[config.mk]
export PLATFORM = sky130hd
export DESIGN_NAME = tlul_host_arb_flat
export DESIGN_NICKNAME = d
export VERILOG_FILES = /design/src/rtl/tlul_host_arb_if.sv /design/src/rtl/tlul_host_arb.sv /design/src/flat_wrapper.sv
export SDC_FILE = /design/constraint.sdc
export NUM_CORES = 1
export LEC_CHECK = 0
export ABC_AREA = 1
export CORE_AREA = 5 5 182 184
export CTS_CLUSTER_DIAMETER = 150
export DETAILED_ROUTE_END_ITERATION = 8
export DIE_AREA = 0 0 187 189
export HOLD_SLACK_MARGIN = 0.03
export PLACE_DENSITY = 0.5
export RECOVER_POWER = 50
export SLEW_MARGIN = 15
export SYNTH_ARGS = -nofsm -noshare
export SYNTH_HDL_FRONTEND = slang
export SYNTH_SLANG_ARGS = --single-unit
[constraint.sdc]
create_clock -name clk_i -period 2 [get_ports clk_i]
set_clock_uncertainty 0.15 [all_clocks]
set_input_delay 0.6 -clock clk_i [delete_from_list [all_inputs] [get_ports clk_i]]
set_output_delay 0.6 -clock clk_i [all_outputs]
set_load 0.05 [all_outputs]
[src/rtl/tlul_host_arb_if.sv]
// TL-UL request/response structs and the bundle joining N hosts and one device to the arbiter.
// The arbiter takes the slave modport; whoever drives hosts and device takes master.
package tlul_pkg;
  localparam int TL_AW  = 32;
  localparam int TL_DW  = 32;
  localparam int TL_AIW = 8;

  typedef struct packed {
    logic              a_valid;
    logic [2:0]        a_opcode;
    logic [2:0]        a_param;
    logic [1:0]        a_size;
    logic [TL_AIW-1:0] a_source;
    logic [TL_AW-1:0]  a_address;
    logic [3:0]        a_mask;
    logic [TL_DW-1:0]  a_data;
    logic [7:0]        a_user;
    logic              d_ready;
  } tl_h2d_t;

  typedef struct packed {
    logic              d_valid;
    logic [2:0]        d_opcode;
    logic [2:0]        d_param;
    logic [1:0]        d_size;
    logic [TL_AIW-1:0] d_source;
    logic              d_sink;
    logic [TL_DW-1:0]  d_data;
    logic [7:0]        d_user;
    logic              d_error;
    logic              a_ready;
  } tl_d2h_t;

  localparam tl_h2d_t TL_H2D_DEFAULT = '0;
  localparam tl_d2h_t TL_D2H_DEFAULT = '0;
endpackage

interface tlul_host_arb_if #(parameter int NumHosts = 2);
  import tlul_pkg::*;
  tl_h2d_t tl_h_i [NumHosts];
  tl_d2h_t tl_h_o [NumHosts];
  tl_h2d_t tl_d_o;
  tl_d2h_t tl_d_i;

  modport slave  (input tl_h_i, input tl_d_i, output tl_h_o, output tl_d_o);
  modport master (output tl_h_i, output tl_d_i, input tl_h_o, input tl_d_o);
endinterface

[src/rtl/tlul_host_arb.sv]
// N-to-1 TL-UL host arbiter: grant/lock FSM, a_source tagging, D routing by tag and
// per-host outstanding limits. Define TLUL_HOST_ARB_FAIR_EN for round-robin arbitration.
module tlul_host_arb
  import tlul_pkg::*;
#(
  parameter int  NumHosts       = 2,
  parameter int  MaxOutstanding = 4,
  localparam int IdxW           = $clog2(NumHosts)
) (
  input  logic                  clk_i,
  input  logic                  rst_ni,
  tlul_host_arb_if.slave        bus,
  output logic                  o_dbg_lock,
  output logic [IdxW-1:0]       o_dbg_grant,
  output logic [NumHosts*4-1:0] o_dbg_cnt
);
  // Valid/ready: a beat moves on any cycle where valid and ready are both high; a source
  // holding valid must keep its fields stable until that cycle, ready may come and go freely.
  logic                     r_lock, w_lock_nxt;
  logic [IdxW-1:0]          r_grant, w_grant, w_arb_idx, w_rsp_idx;
  logic [NumHosts-1:0][3:0] r_cnt;
  logic [NumHosts-1:0]      w_elig, w_inc, w_dec;
  logic                     w_any, w_fwd, w_a_hs, w_d_hs, w_rsp_hit, w_d_ready;
  tl_h2d_t                  w_req;
  tl_d2h_t                  w_rsp [NumHosts];

`ifdef TLUL_HOST_ARB_FAIR_EN
  logic [IdxW-1:0] r_rr_ptr;
  always_ff @(posedge clk_i or negedge rst_ni) begin
    if (!rst_ni)     r_rr_ptr <= '0;
    else if (w_a_hs) r_rr_ptr <= (int'(w_grant) == NumHosts - 1) ? '0 : w_grant + 1'b1;
  end
`endif

  always_comb begin
    w_elig = '0;
    for (int i = 0; i < NumHosts; i++) begin
      w_elig[i] = bus.tl_h_i[i].a_valid && (r_cnt[i] < 4'(MaxOutstanding));
    end
  end

  // Lowest eligible index wins; with round-robin, the lowest one at or above the pointer
  // overrides it, which is the same as a wrapped search starting at the pointer.
  always_comb begin
    w_any     = 1'b0;
    w_arb_idx = '0;
    for (int i = NumHosts - 1; i >= 0; i--) begin
      if (w_elig[i]) begin
        w_any     = 1'b1;
        w_arb_idx = IdxW'(i);
      end
    end
`ifdef TLUL_HOST_ARB_FAIR_EN
    for (int i = NumHosts - 1; i >= 0; i--) begin
      if (w_elig[i] && (IdxW'(i) >= r_rr_ptr)) w_arb_idx = IdxW'(i);
    end
`endif
  end

  // FSM state register: IDLE (r_lock = 0) / LOCKED (r_lock = 1)
  always_ff @(posedge clk_i or negedge rst_ni) begin
    if (!rst_ni) begin
      r_lock  <= 1'b0;
      r_grant <= '0;
    end else begin
      r_lock  <= w_lock_nxt;
      r_grant <= w_grant;
    end
  end

  always_comb begin
    w_lock_nxt = r_lock;
    if (!r_lock)                  w_lock_nxt = w_any && !bus.tl_d_i.a_ready;
    else if (bus.tl_d_i.a_ready)  w_lock_nxt = 1'b0;
  end

  always_comb begin
    w_grant   = r_lock ? r_grant : w_arb_idx;
    w_fwd     = r_lock || w_any;
    w_rsp_idx = bus.tl_d_i.d_source[IdxW-1:0];
    w_rsp_hit = int'(w_rsp_idx) < NumHosts;
    // A tag with no matching host is drained so the device never stalls on it.
    w_d_ready = w_rsp_hit ? bus.tl_h_i[w_rsp_idx].d_ready : 1'b1;

    w_req = TL_H2D_DEFAULT;
    if (w_fwd) begin
      w_req          = bus.tl_h_i[w_grant];
      w_req.a_source = {bus.tl_h_i[w_grant].a_source[TL_AIW-1-IdxW:0], w_grant};
    end
    w_req.d_ready = w_d_ready;
    w_a_hs = w_req.a_valid && bus.tl_d_i.a_ready;
    w_d_hs = bus.tl_d_i.d_valid && w_d_ready;

    w_inc = '0;
    w_dec = '0;
    for (int i = 0; i < NumHosts; i++) begin
      w_rsp[i] = TL_D2H_DEFAULT;
      if (w_rsp_hit && (w_rsp_idx == IdxW'(i))) begin
        w_rsp[i]          = bus.tl_d_i;
        w_rsp[i].d_source = bus.tl_d_i.d_source >> IdxW;
      end
      w_rsp[i].a_ready = w_fwd && (w_grant == IdxW'(i)) && bus.tl_d_i.a_ready;
      w_inc[i] = w_a_hs && (w_grant == IdxW'(i));
      w_dec[i] = w_d_hs && w_rsp_hit && (w_rsp_idx == IdxW'(i));
    end
  end

  assign bus.tl_d_o = w_req;
  for (genvar g = 0; g < NumHosts; g++) begin : g_rsp
    assign bus.tl_h_o[g] = w_rsp[g];
  end

  always_ff @(posedge clk_i or negedge rst_ni) begin
    if (!rst_ni) begin
      r_cnt <= '0;
    end else begin
      for (int i = 0; i < NumHosts; i++) begin
        if (w_inc[i] && !w_dec[i])                          r_cnt[i] <= r_cnt[i] + 4'd1;
        else if (w_dec[i] && !w_inc[i] && r_cnt[i] != 4'd0) r_cnt[i] <= r_cnt[i] - 4'd1;
      end
    end
  end

  assign o_dbg_lock  = r_lock;
  assign o_dbg_grant = w_grant;
  assign o_dbg_cnt   = r_cnt;
endmodule

[src/flat_wrapper.sv]
// flat-port wrapper written by rule: the top's interface ports become plain ports
module tlul_host_arb_flat import tlul_pkg::*;
#(
  parameter int  NumHosts       = 2,
  parameter int  MaxOutstanding = 4,
  localparam int IdxW           = $clog2(NumHosts)
)
  (clk_i, rst_ni, o_dbg_lock, o_dbg_grant, o_dbg_cnt, bus_tl_h_i, bus_tl_d_i, bus_tl_h_o, bus_tl_d_o);
  tlul_host_arb_if #(.NumHosts(NumHosts)) bus_i ();
  input  logic clk_i;
  input  logic rst_ni;
  output logic o_dbg_lock;
  output logic [IdxW-1:0] o_dbg_grant;
  output logic [NumHosts*4-1:0] o_dbg_cnt;
  input wire logic [$bits(bus_i.tl_h_i)-1:0] bus_tl_h_i;
  input wire logic [$bits(bus_i.tl_d_i)-1:0] bus_tl_d_i;
  output wire logic [$bits(bus_i.tl_h_o)-1:0] bus_tl_h_o;
  output wire logic [$bits(bus_i.tl_d_o)-1:0] bus_tl_d_o;
  assign bus_i.tl_h_i = {>>{bus_tl_h_i}};
  assign bus_i.tl_d_i = bus_tl_d_i;
  assign bus_tl_h_o = {>>{bus_i.tl_h_o}};
  assign bus_tl_d_o = bus_i.tl_d_o;
  tlul_host_arb #(.NumHosts(NumHosts), .MaxOutstanding(MaxOutstanding)) u_core (.clk_i(clk_i), .rst_ni(rst_ni), .bus(bus_i), .o_dbg_lock(o_dbg_lock), .o_dbg_grant(o_dbg_grant), .o_dbg_cnt(o_dbg_cnt));
endmodule
==> results.md <==
- For this run, the number of Yosys warnings is 0.
- The die covers 35300 um^2.
- The post-synthesis to final-layout area growth is 369%.
- The dominant combinational cell family by area after synthesis is simple AND/OR/NAND/NOR gates.
- The worst setup path is of the primary input to output port kind.
- The count of final max-slew check failures is 0.
- For this design the top-level I/O count stands at 474.
- The count of fill cells added during filler insertion is 2838.
- The first global-routing pass estimated 45000 um of wire.
- After layout, the minimum clock period comes to 2610 ps.
- Max-cap violations in this run came to 0.
- Clock tree synthesis inserted a total of 3 buffers.
- The detail-routed via count per cell is 3.94.
- Entering global routing, the biggest net connects 19 pins.
- Headroom to the max-slew limit came out at 66.3%.
- Across all setup checks in the final design, the least slack found is -612 ps.
- The clock reaches the later pin of the worst-skew pair after 240 ps.
- Data arrives at the worst endpoint at 1860 ps.
- Setup repair after global routing could not meet its margin everywhere.
- The worst hold path belongs to the class flip-flop to flip-flop.
- The residual overflow from global routing is 0.
- The worst setup slack before clock tree synthesis is -1150 ps.
- Power comes to 0.0198 W.
- The overall track demand over capacity in global routing is 16.4%.
- For this design the static power due to leakage is 6.43 nW.
- The portion of netlist area occupied by mux cells is 0%.
- The finished cells cover 14800 um^2.
- The worst setup path is launched from a primary input.
- The starting DRC count in detailed routing is 110.
- The number of setup violations in the final report is 220.
- The worst setup path is captured at an output port.
- The maximum buffer depth of the clock tree is 2.
- A synthesized cell averages 4.83 um^2.
- For this run, the post-layout net count is 1462.
- The largest fanout on the critical path is 7.
- After Yosys synthesis, full adders, half adders and majority gates account for 2.86% of the synthesized area.
- The top achievable clock speed is 383 MHz.
- The synthesized netlist occupies a cell area of 3150 um^2.
- The area of the core is 31200 um^2.
- At the worst endpoint, the required time is 1250 ps.
- The number of antenna violations at the first check in global routing is 4.
- The total iterations of the first detailed-routing run is 4.
- In this run the number of H-tree levels came out at 1.
- The floorplan step set the die width to 187 um.
- The run finished, with violations left.
- The die height is 189 um.
- The largest vdd supply drop is 0.957 mV.
- The number of core rows is 65.
- The most common cell after layout, fill and taps aside is buf_12.
- The synthesized-area fraction occupied by xor and xnor cells is 1.11%.
- Synthesis produced 653 cells.
- The synthesized-area fraction occupied by ao, oa, aoi and oai cells is 13.1%.
- The transition time at the pin with the least slew margin is 504 ps.
- Wires add up to 30700 um.
- The final reports fail on negative setup slack.
- After detailed routing, the average wire length per cell comes to 19.1 um.
- The clock tree from TritonCTS is yes.
- The number of global-route vias before repair is 6988.
- The basic-gate share of the synthesized area counting and, or, nand and nor cells is 49.5%.
- Summing all placed instances gives a cell area of 11600 um^2.
- In the layout the commonest cells are 211 x buf_12, 184 x clkdlybuf4s50_1, 177 x nor2_4.
- The remaining number of nets flagged by the antenna check after routing is 0.
- The tree is rooted in a clkbuf_16.
- CTS saw 10 sinks.
- Buffers inserted to repair hold after CTS numbered 0.
- The post-layout instance count excluding filler cells is 1608.
- The post-route netlist has 69.3% of its cells at a drive strength greater than 1.
- The HPWL after detailed placement is 22400 um.
- After clock tree synthesis, the clock-pin slew on the worst setup and hold paths is 40 ps.
- The count of port buffers added during placement is 469.
- The sequential share of the synthesized area is 7.93%.
- Including well taps, the total number of placed cells is 1540.
- The unique cell type count in the Yosys netlist is 30.
- The portion of the clock cycle consumed by the worst path in the final layout is 131%.
- The total via count in the routed design is 6333.
- The DRC violation count after routing is 0.
- Once layout is complete, the utilization of the core stands at 47.4%.
- The number of endpoints with negative hold slack in the final report is 0.
- The total power density per cell area is 1330 nW/um^2.
- The weighted congestion at the end of routability-driven global placement is 0.820.
- The effective utilization at floorplan is 10.1%.
- The register bit count reported by yosys is 10.
-- routing by layer --
layer	routed length, um	up-vias	global-route usage [%]
met1	10400	2940	16.5
met2	17300	310	33.3
li1	-	3058	-
met4	648	0	3.27
met5	0	-	0
met3	2340	25	5.01
-- cell usage after synthesis --
master | number | area [um^2]
clkbuf_1 | 15 | 56.3
buf_6 | 10 | 113
a21oi_1 | 1 | 5.00
nor2_2 | 1 | 6.26
nand2_1 | 112 | 420
inv_1 | 127 | 477
inv_2 | 7 | 26.3
nor2_4 | 3 | 33.8
ha_1 | 4 | 50.1
nand3_1 | 24 | 120
nand2_2 | 3 | 18.8
o21ai_1 | 5 | 25.0
nand3_4 | 1 | 17.5
nor2_1 | 215 | 807
conb_1 | 1 | 3.75
nand2_4 | 1 | 11.3
fa_1 | 2 | 40.0
nand3_2 | 4 | 40.0
o21ai_0 | 73 | 365
xor2_1 | 4 | 35.0
nand2_8 | 1 | 20.0
dfrtp_1 | 10 | 250
nor3_1 | 1 | 5.00
nand4_1 | 3 | 18.8
nand4_4 | 2 | 42.5
buf_1 | 4 | 15.0
buf_8 | 1 | 15.0
buf_4 | 9 | 67.6
a31oi_1 | 3 | 18.8
buf_2 | 6 | 30.0
-- flip-flops by register name (all words and copies together) (netlist names) --
signal             cells
u_core.o_dbg_lock      1
u_core.r_grant         1
u_core.o_dbg_cnt       8
-- final timing paths --
path	startpoint	cells after the start	slack [ps]	end
max	bus_tl_h_i[93]	11	-610	bus_tl_d_o[21]
min	u_core.o_dbg_cnt[7]	3	450	u_core.o_dbg_cnt[7]
max reg2reg	u_core.o_dbg_cnt[6]	16	-480	u_core.o_dbg_cnt[7]
min reg2reg	u_core.o_dbg_cnt[7]	3	450	u_core.o_dbg_cnt[7]
max in group asynchronous	rst_ni	1	710	u_core.o_dbg_cnt[6]
min in group asynchronous	rst_ni	1	620	u_core.r_grant
-- cells by family after synthesis --
| family | after synthesis |
|---|---|
| buffers and inverters | 179 |
| and+or+nand+nor | 371 |
| adders and majority gates | 6 |
| xor gates and xnor gates | 4 |
| AOI/OAI and AO/OA | 82 |
| DFF | 10 |
| other | 1 |
-- through the flow --
step                TNS [ps]  hold slack, ps
floorplan             -39600             154
global placement     -130140             443
detailed placement   -132160             451
CTS                   -81540             462
global route          -83200             473
finish                -73410             455
-- critical path, stage by stage --
cell	delay [ps]
buf_4	110
inv_2	50
nor2_4	120
nand3_4	100
nand2_8	160
inv_16	70
buf_12	150
buf_8	140
nor2_4	130
nor2_4	60
buf_12	150
-- repair_timing --
action / CTS / global route
gates resized for setup: 604 / 148
buffers inserted: 42 / 10
endpoints found under the setup margin: 221 / 221
cloned: 28 / 2
pin swaps: 49 / 50
-- area by class of cell --
class	instances	area, um^2	area share [%]
multi-input combinational	465	4780	32.3
antenna	1	2.50	0.0169
inverter	134	621	4.19
clock buffer	4	88.8	0.600
tap	402	503	3.40
timing repair buffer	592	8550	57.7
sequential	10	256	1.73
-- power by group --
group          switching [W]  internal [W]  total, W
logic                 0.0102       0.00871    0.0189
registers           0.000143      0.000307  0.000451
clock network       0.000106      0.000302  0.000408
(Power assumes the default switching activity.)
